### src/rtl/space_pkg.sv
// space_pkg: colour codes, screen and ship geometry shared by the laser pool.
package space_pkg;
  localparam logic [2:0] BACKGROUND = 3'd0;
  localparam logic [2:0] LASER = 3'd6;
  localparam int SCREEN_WIDTH = 640;
  localparam int SCREEN_HEIGHT = 480;
  localparam int SHIP_HEIGHT = 30;
  localparam int V_OFFSET = 10;
  typedef enum logic {IDLE, FLYING} slot_state_t;
endpackage

### src/rtl/laser_pool_if.sv
// laser_pool_if: control, VGA position and slot status bundle of the laser pool.
interface laser_pool_if #(parameter int N_LASERS = 4);
  logic enable;
  logic fire;
  logic [N_LASERS-1:0] hitMask;
  logic [9:0] gunPosition;
  logic [9:0] hPos;
  logic [9:0] vPos;
  logic [10*N_LASERS-1:0] xLasers;
  logic [10*N_LASERS-1:0] yLasers;
  logic [N_LASERS-1:0] aliveMask;
  logic [2:0] colorLaser;
  logic poolFull;
  modport master(output enable, fire, hitMask, gunPosition, hPos, vPos,
                 input xLasers, yLasers, aliveMask, colorLaser, poolFull);
  modport slave(input enable, fire, hitMask, gunPosition, hPos, vPos,
                output xLasers, yLasers, aliveMask, colorLaser, poolFull);
endinterface

### src/rtl/laser_slot.sv
// laser_slot: one laser's flight state, upward motion and pixel disc test.
module laser_slot #(
  parameter int RADIUS = 4,
  parameter int STEP_MOTION = 1,
  parameter int SCREEN_WIDTH = 640,
  parameter int SCREEN_HEIGHT = 480,
  parameter int Y_LAUNCH = 436
) (
  input  logic       clk,
  input  logic       rst,
  input  logic       enable,
  input  logic       launch,
  input  logic       hit,
  input  logic [9:0] gun,
  input  logic [9:0] h,
  input  logic [9:0] v,
  output logic [9:0] x,
  output logic [9:0] y,
  output logic       alive,
  output logic       in_disc
);
  import space_pkg::*;
  localparam logic [9:0] X_IDLE = 10'(SCREEN_WIDTH - 1);
  localparam logic [9:0] Y_IDLE = 10'(SCREEN_HEIGHT - 1);
  localparam logic [9:0] Y0 = 10'(Y_LAUNCH);
  localparam logic [9:0] STEP = 10'(STEP_MOTION);
  localparam logic [21:0] RR = 22'(RADIUS * RADIUS);
  slot_state_t st;
  logic signed [10:0] dx, dy;
  logic [21:0] d2;
  assign alive = st == FLYING;
  // Signed 11-bit deltas keep far-edge pixels from wrapping into a hit.
  always_comb begin
    dx = $signed({1'b0, h} - {1'b0, x});
    dy = $signed({1'b0, v} - {1'b0, y});
    d2 = $unsigned(22'(dx) * 22'(dx)) + $unsigned(22'(dy) * 22'(dy));
    in_disc = alive && d2 <= RR;
  end
  always_ff @(posedge clk) begin
    if (rst) begin
      st <= IDLE;
      x <= X_IDLE;
      y <= Y_IDLE;
    end else if (enable) begin
      if (st == IDLE && launch) begin
        st <= FLYING;
        x <= gun;
        y <= Y0;
      end else if (st == FLYING && (hit || y < STEP)) begin
        st <= IDLE;
        x <= X_IDLE;
        y <= Y_IDLE;
      end else if (st == FLYING) begin
        y <= y - STEP;
      end
    end
  end
endmodule

### src/rtl/laser_pool.sv
// laser_pool: allocates laser slots on fire with a cooldown and ORs their pixels.
module laser_pool #(
  parameter int N_LASERS = 4,
  parameter int RADIUS = 4,
  parameter int STEP_MOTION = 1,
  parameter int COOLDOWN = 20,
  parameter int SCREEN_WIDTH = space_pkg::SCREEN_WIDTH,
  parameter int SCREEN_HEIGHT = space_pkg::SCREEN_HEIGHT,
  parameter int SHIP_HEIGHT = space_pkg::SHIP_HEIGHT,
  parameter int V_OFFSET = space_pkg::V_OFFSET
) (
  input logic clk,
  input logic reset,
  laser_pool_if.slave bus
);
  import space_pkg::*;
  localparam int Y_LAUNCH = SCREEN_HEIGHT - V_OFFSET - SHIP_HEIGHT - RADIUS;
  logic [15:0] cd;
  logic [N_LASERS-1:0] launch, alive, in_disc;
  logic [10*N_LASERS-1:0] xl, yl;
  // Allocation looks only at slots idle before this tick, so a slot freed now waits a tick.
  always_comb begin
    launch = '0;
    for (int i = N_LASERS - 1; i >= 0; i--)
      if (!alive[i]) launch = N_LASERS'(1) << i;
    launch = (bus.fire && cd == '0) ? launch : '0;
  end
  always_ff @(posedge clk) begin
    if (reset) cd <= '0;
    else if (enable_tick()) cd <= |launch ? 16'(COOLDOWN) : (cd != '0 ? cd - 16'd1 : cd);
  end
  always_ff @(posedge clk) begin
    if (reset) bus.colorLaser <= BACKGROUND;
    else bus.colorLaser <= |in_disc ? LASER : BACKGROUND;
  end
  function automatic logic enable_tick();
    return bus.enable;
  endfunction
  for (genvar i = 0; i < N_LASERS; i++) begin : g_slot
    laser_slot #(
      .RADIUS(RADIUS), .STEP_MOTION(STEP_MOTION), .SCREEN_WIDTH(SCREEN_WIDTH),
      .SCREEN_HEIGHT(SCREEN_HEIGHT), .Y_LAUNCH(Y_LAUNCH)
    ) u_slot (
      .clk(clk), .rst(reset), .enable(bus.enable), .launch(launch[i]),
      .hit(bus.hitMask[i]), .gun(bus.gunPosition), .h(bus.hPos), .v(bus.vPos),
      .x(xl[10*i +: 10]), .y(yl[10*i +: 10]), .alive(alive[i]), .in_disc(in_disc[i])
    );
  end
  assign bus.xLasers = xl;
  assign bus.yLasers = yl;
  assign bus.aliveMask = alive;
  assign bus.poolFull = &alive;
endmodule

### src/flat_wrapper.sv
// flat-port wrapper written by rule: the top's interface ports become plain ports
module laser_pool_flat import space_pkg::*;
#(
  parameter int N_LASERS = 4,
  parameter int RADIUS = 4,
  parameter int STEP_MOTION = 1,
  parameter int COOLDOWN = 20,
  parameter int SCREEN_WIDTH = space_pkg::SCREEN_WIDTH,
  parameter int SCREEN_HEIGHT = space_pkg::SCREEN_HEIGHT,
  parameter int SHIP_HEIGHT = space_pkg::SHIP_HEIGHT,
  parameter int V_OFFSET = space_pkg::V_OFFSET
)
  (clk, reset, bus_enable, bus_fire, bus_hitMask, bus_gunPosition, bus_hPos, bus_vPos, bus_xLasers, bus_yLasers, bus_aliveMask, bus_colorLaser, bus_poolFull);
  laser_pool_if #(.N_LASERS(N_LASERS)) bus_i ();
  input logic clk;
  input logic reset;
  input wire logic [$bits(bus_i.enable)-1:0] bus_enable;
  input wire logic [$bits(bus_i.fire)-1:0] bus_fire;
  input wire logic [$bits(bus_i.hitMask)-1:0] bus_hitMask;
  input wire logic [$bits(bus_i.gunPosition)-1:0] bus_gunPosition;
  input wire logic [$bits(bus_i.hPos)-1:0] bus_hPos;
  input wire logic [$bits(bus_i.vPos)-1:0] bus_vPos;
  output wire logic [$bits(bus_i.xLasers)-1:0] bus_xLasers;
  output wire logic [$bits(bus_i.yLasers)-1:0] bus_yLasers;
  output wire logic [$bits(bus_i.aliveMask)-1:0] bus_aliveMask;
  output wire logic [$bits(bus_i.colorLaser)-1:0] bus_colorLaser;
  output wire logic [$bits(bus_i.poolFull)-1:0] bus_poolFull;
  assign bus_i.enable = bus_enable;
  assign bus_i.fire = bus_fire;
  assign bus_i.hitMask = bus_hitMask;
  assign bus_i.gunPosition = bus_gunPosition;
  assign bus_i.hPos = bus_hPos;
  assign bus_i.vPos = bus_vPos;
  assign bus_xLasers = bus_i.xLasers;
  assign bus_yLasers = bus_i.yLasers;
  assign bus_aliveMask = bus_i.aliveMask;
  assign bus_colorLaser = bus_i.colorLaser;
  assign bus_poolFull = bus_i.poolFull;
  laser_pool #(.N_LASERS(N_LASERS), .RADIUS(RADIUS), .STEP_MOTION(STEP_MOTION), .COOLDOWN(COOLDOWN), .SCREEN_WIDTH(SCREEN_WIDTH), .SCREEN_HEIGHT(SCREEN_HEIGHT), .SHIP_HEIGHT(SHIP_HEIGHT), .V_OFFSET(V_OFFSET)) u_core (.clk(clk), .reset(reset), .bus(bus_i));
endmodule
### config.mk
export PLATFORM = sky130hd
export DESIGN_NAME = laser_pool_flat
export DESIGN_NICKNAME = d
export VERILOG_FILES = /design/src/rtl/space_pkg.sv /design/src/rtl/laser_pool_if.sv /design/src/rtl/laser_slot.sv /design/src/rtl/laser_pool.sv /design/src/flat_wrapper.sv
export SDC_FILE = /design/constraint.sdc
export NUM_CORES = 2
export LEC_CHECK = 0
export CAP_MARGIN = 10
export CORE_ASPECT_RATIO = 0.5
export CORE_MARGIN = 8
export CORE_UTILIZATION = 45
export CTS_CLUSTER_DIAMETER = 50
export DETAILED_ROUTE_END_ITERATION = 16
export PLACE_DENSITY = 0.7
export SYNTH_ARGS = -nofsm -noshare
export SYNTH_HDL_FRONTEND = slang
export SYNTH_SLANG_ARGS = --single-unit
### constraint.sdc
create_clock -name clk -period 24.6 [get_ports clk]
set_input_delay 3.69 -clock clk [delete_from_list [all_inputs] [get_ports clk]]
set_output_delay 3.69 -clock clk [all_outputs]
set_load 0.005 [all_outputs]
Word-level counts from Yosys, hierarchy flattened
Cells that the tools add are included.

storage, ports and cells
  output and inout bits = 88
  register bits = 103

operators by class
  reduce and logical (&&, ||, !) cells = 40
  add/subtract/negate cells = 17
  $mul = 8
  magnitude comparators = 8
  bitwise logic cells = 4
  muxes and demuxes = 36

operator list
  operator                 number
  $mux W10                 20
  $mul A11 B11 Y22         8
  $add A22 B22 Y22         4
  $le A22 B5 Y1 const B    4
  $sub A10 B10 Y11         8
  $lt A10 B1 Y1 const B    4
  $sub A10 B1 Y10 const B  4
  $mux W16                 2
  $mux W4                  5
  $reduce_and A2 Y1        9
  $logic_not A16 Y1        1
  $reduce_bool A16 Y1      1
  $sub A16 B1 Y16 const B  1
  $logic_and A1 B1 Y1      13
  $reduce_bool A3 Y1       4
  $reduce_bool A2 Y1       5
  $mux W1                  8
  $reduce_or A4 Y1         2
  $logic_or A1 B1 Y1       4
  $not A1 Y1               4
  $reduce_and A4 Y1        1
  $mux W3                  1

Logic depth before layout (Yosys ltp)
  word-level depth = 8
  mapped depth = 36
  depth with buffers taken out = 35

Modules after synthesis
Synthesis repeated with hierarchy kept, for this count alone.

unflattened totals
  cell total of the unflattened synthesis = 4677
  area, all modules = 41880.2 um2

by module, submodules not included
  module                                instances  seq. area each (um2)  cells each  area an instance (um2)
  laser_slot (u_core.g_slot[1].u_slot)  1          420.4                 1164        10430.0
  laser_slot (u_core.g_slot[2].u_slot)  1          420.4                 1158        10289.9
  laser_slot (u_core.g_slot[3].u_slot)  1          420.4                 1134        10099.7
  laser_slot (u_core.g_slot[0].u_slot)  1          420.4                 1105        10012.1
  laser_pool                            1          340.3                 116         1048.5

Worst setup path before layout
No wires, ideal clock.

  kind = input-to-reg
  start point = input bus_vPos[0]
  end point = register u_core.bus.colorLaser[1]
  data arrival time = 12617 ps
  stages on the path = 32
  buffers on the path = 1
  data required time = 24508 ps
  slack = 11890 ps
  cell sequence = inv_1 > ha_1 > fa_1 > nor2b_1 > o21ai_0 > a21boi_0 > o21ai_0 > a21boi_0 > o21ai_0 > nand2_1 > o41ai_1 > fa_1 > fa_1 > inv_1 > fa_1 > inv_1 > fa_1 > fa_1 > fa_1 > inv_1 > fa_1 > inv_1 > ha_1 > clkbuf_1 > nand3b_1 > nand4_1 > nor4_1 > nand4_1 > a2111oi_0 > nand4_1 > o221a_2 > o32ai_1

on the way
  word-level cells in the longest chain between the ends = 7
  elaborated cells on any way between the ends = 22
  classes of those cells = 8 x add/sub; 4 x mul; 4 x order compare; 1 x mux; 5 x reduce/logical

RTL lines
  element               RTL line             RTL
  from (decl)           flat_wrapper.sv:22   input wire logic [$bits(bus_i.vPos)-1:0] bus_vPos;
  $sub A10 B10 Y11      laser_slot.sv:35     dy = $signed({1'b0, v} - {1'b0, y});
  $mul A11 B11 Y22      laser_slot.sv:36     d2 = $unsigned(22'(dx) * 22'(dx)) + $unsigned(22'(dy) * 22'(dy));
  $add A22 B22 Y22      laser_slot.sv:36
  $le A22 B5 Y1         laser_slot.sv:37     in_disc = alive && d2 <= RR;
  $logic_and A1 B1 Y1   laser_slot.sv:37
  $reduce_or A4 Y1 (*)  laser_pool.sv:34     else bus.colorLaser <= |in_disc ? LASER : BACKGROUND;
  $mux W3 (*)           laser_pool.sv:34
  to (signal assigned)  laser_pool.sv:34
  to (decl)             laser_pool_if.sv:17  output xLasers, yLasers, aliveMask, colorLaser, poolFull);

Mark *: on every way between the ends. The rest lies on a longest branch, timed or not.
A chain may end at the register's enable or synchronous reset.

Final worst setup path
  start point = input bus_hPos[1]
  end point = register u_core.bus.colorLaser[1]

on the way
  word-level cells in the longest chain between the ends = 7
  elaborated cells on any way between the ends = 22
  classes of those cells = 8 x add/sub; 4 x mul; 4 x order compare; 1 x mux; 5 x reduce/logical

RTL lines
  element               RTL line            RTL
  from (decl)           flat_wrapper.sv:21  input wire logic [$bits(bus_i.hPos)-1:0] bus_hPos;
  $sub A10 B10 Y11      laser_slot.sv:34    dx = $signed({1'b0, h} - {1'b0, x});
  $mul A11 B11 Y22      laser_slot.sv:36
  $add A22 B22 Y22      laser_slot.sv:36
  $le A22 B5 Y1         laser_slot.sv:37
  $logic_and A1 B1 Y1   laser_slot.sv:37
  $reduce_or A4 Y1 (*)  laser_pool.sv:34
  $mux W3 (*)           laser_pool.sv:34

Marked as above.

==> flow_summary.toml <==
[setup_path]
end_kind = "flip-flop"
slowest_delay_ps = 760
crit_required_ps = 24850
crit_path_top_delay_cell = "xnor2_1"
path_delay_family = "adder cells"
critical_path_class = "in2reg"
cp_max_fo = 9
arrival_ps = 14590
crit_top_cell = "fa_1"
path_buf_inv = 8
startpoint_type = "primary input"

[yosys]
synthArstFlopShare_pct = 0
synth_area_um2 = 41700
ys_warn_count = 0
synth_ff_type = "dfxtp_1"
synth-edff-count = 0
synthDistinctLibCells = 79
synthTopCellsByArea = "fa_1, ha_1, inv_1"
avgSynthCellArea_um2 = 8.80
ys_seq_area_share_pct = 4.84
synth_top_area_cell = "fa_1"
synth_top_area_share_pct = 45.3
syn-num-nets = 6141
yosys_register_bits = 101
syn_inst = 4746

[clock_tree]
cts_buffer_depth = 2
cts_inserted_buffers = 9
clk_pin_slew_ps = 70
cts_tree = "yes"
cts_setup_buffers = 0
h-tree-depth = 3
insertion_delay_ps = 360
ctsResizeCount = 0
clkSinkCount = 101
cts-root-buf = "clkbuf_16"
hold_buffers = 0

[global_routing]
grt_pass1_wl_um = 181000
antenna_found_initial = 2
grt_max_degree = 48
grt_pass1_vias = 35200
grt_usage_pct = 21.8
grt_overflow = 0

[routing]
ant_nets = 0
wl_per_cell_um = 18.1
first_pass_iters = 7
drc = 0
vias = 32200
via_per_inst = 5.30
routed_wl_um = 110000
drtIter0Drc = 2338

[place]
gp_congestion = 0.942
dp_hpwl_um = 95400
io_buffers = 124

[die]
num_rows = 79
start_util_pct = 45.2
io_pins = 126
die_y_um = 231
core_um2 = 92400
die_x_um = 447
die-area_um2 = 103000

[run]
maxCapViolCount = 0

[finish]
nNetsFinal = 6206
fillers = 8729
multi_input_area_um2 = 34300
drive_above_1_share_pct = 2.16
area_delta_synth_final_pct = 7.16
register_area_um2 = 2020

[sta]
finalSetupViolations = 0
fin_hold_ws_ps = 483
max_slew_margin_pct = 20.3
period_share_pct = 58.3
period_minus_slack_ps = 14340
skew_ps = 9.63
hold_violations = 0
fmax_mhz = 69.8
rsz0062_at_grt = "false"
finalSetupTns_ps = 0
maxSlewViolCount = 0
tightest_slew_ps = 1190

[outcome]
outcome = "finished, final reports clean"

[min_path]
hp-class = "reg2reg"
cell usage in the layout (no fill, tap or decap), types with 7 or more instances in the layout:
cell type | synthesis | final
a31oi_1 | 20 | 20
a221oi_1 | 10 | 10
nand2_1 | 304 | 304
a21o_1 | 25 | 25
or2_2 | 28 | 28
a21boi_0 | 38 | 38
nand3_1 | 73 | 73
a2bb2oi_1 | 8 | 8
clkdlybuf4s50_1 | 0 | 123
fa_1 | 944 | 944
dfxtp_1 | 101 | 101
nor4_1 | 19 | 19
clkbuf_16 | 0 | 9
ha_1 | 413 | 413
or3_1 | 16 | 16
a21oi_1 | 81 | 81
and2_1 | 21 | 21
o211ai_1 | 13 | 13
o21ai_0 | 113 | 113
o21a_1 | 21 | 21
o22ai_1 | 20 | 20
nor3_1 | 138 | 138
o21ai_1 | 7 | 7
clkinv_1 | 30 | 30
nor2b_1 | 35 | 35
a211oi_1 | 21 | 21
xor2_1 | 38 | 38
nand2b_1 | 41 | 41
buf_4 | 6 | 33
o221ai_1 | 7 | 7
xnor2_1 | 134 | 134
nand4_1 | 12 | 12
inv_1 | 1318 | 1318
nor2_1 | 423 | 423
a211o_1 | 13 | 13
mux2i_1 | 13 | 13
nand3b_1 | 8 | 8
and3_1 | 24 | 24
final cells by class:
type | count | share of cell area [%]
sequential | 101 | 4.52
antenna | 1 | 0.00559
clock inverter | 4 | 0.126
timing repair buffer | 157 | 3.32
inverter | 1349 | 11.3
clock buffer | 12 | 0.551
tap | 1255 | 3.51
multi-input combinational | 3193 | 76.7
logic make-up after synthesis:
group	after synthesis	synth area share, %
buffers and inverters	1452	13.1
AOI/OAI and AO/OA	476	7.62
xor gates and xnor gates	172	3.61
and+or+nand+nor	1173	12.8
other	1	0.00898
muxes	14	0.339
adders and majority gates	1357	57.6
DFF	101	4.84
state kept, by name, summed over array words and instances (netlist names):
name                        flops
u_core.cd                      16
u_core.g_slot.u_slot.x         40
u_core.bus.colorLaser           1
u_core.g_slot.u_slot.y         40
u_core.g_slot.u_slot.alive      4
path summary, 6_finish.rpt:
check	startpoint	to	slack, ps	cells after the start
min reg2reg	u_core.cd[5]	u_core.cd[5]	480	2
min	u_core.cd[5]	u_core.cd[5]	480	2
max reg2reg	u_core.g_slot[1].u_slot.x[1]	u_core.bus.colorLaser[1]	13810	33
max	bus_hPos[1]	u_core.bus.colorLaser[1]	10260	35
metrics by stage:
| stage | setup WS (ps) | cells | utilization, % | instance area, um^2 |
|---|---|---|---|---|
| 6_report | 10260 | 6072 | 48.4 | 44700 |
| 5_1_grt | 9430 | 6072 | 48.4 | 44700 |
| 4_1_cts | 10310 | 6070 | 48.4 | 44700 |
| 3_5_place_dp | 9970 | 6054 | 48.1 | 44400 |
| 3_3_place_gp | 10040 | 6054 | 48.1 | 44400 |
| 2_1_floorplan | 11890 | 4746 | - | 41700 |
synthesized netlist by cell type (16+ instances only):
cell type and number:
nand3_1 73, or3_1 16, nor2b_1 35, ha_1 413, a31oi_1 20, or2_2 28
xor2_1 38, nand2_1 304, clkinv_1 30, nor2_1 423, a21oi_1 81, dfxtp_1 101
fa_1 944, nor4_1 19, o21a_1 21, o22ai_1 20, and2_1 21, a21boi_0 38
o21ai_0 113, xnor2_1 134, and3_1 24, a211oi_1 21, clkbuf_1 88, a21o_1 25
nand2b_1 41, nor3_1 138, inv_1 1318
routing by layer:
layer	routed length (um)	GRT usage (%)	part of all wire (%)
met5	16	0	0.015
met4	6530	10.7	5.9
met3	6870	2.36	6.3
met2	54000	38.5	49
met1	42400	26.6	39
worst reg2reg max path, delay by kind of cell (launching register included):
| kind | cells | cell delay (ps) |
|---|---|---|
| adder cells (fa/ha/maj) | 9 | 4130 |
| AO/OA/AOI/OAI | 11 | 2830 |
| AND/OR/NAND/NOR | 7 | 2490 |
| buffers and inverters | 6 | 820 |
| flip-flops | 1 | 400 |
Power is not shown: default switching activity piles up to over one toggle a cycle in this logic, so the estimate is an artifact.
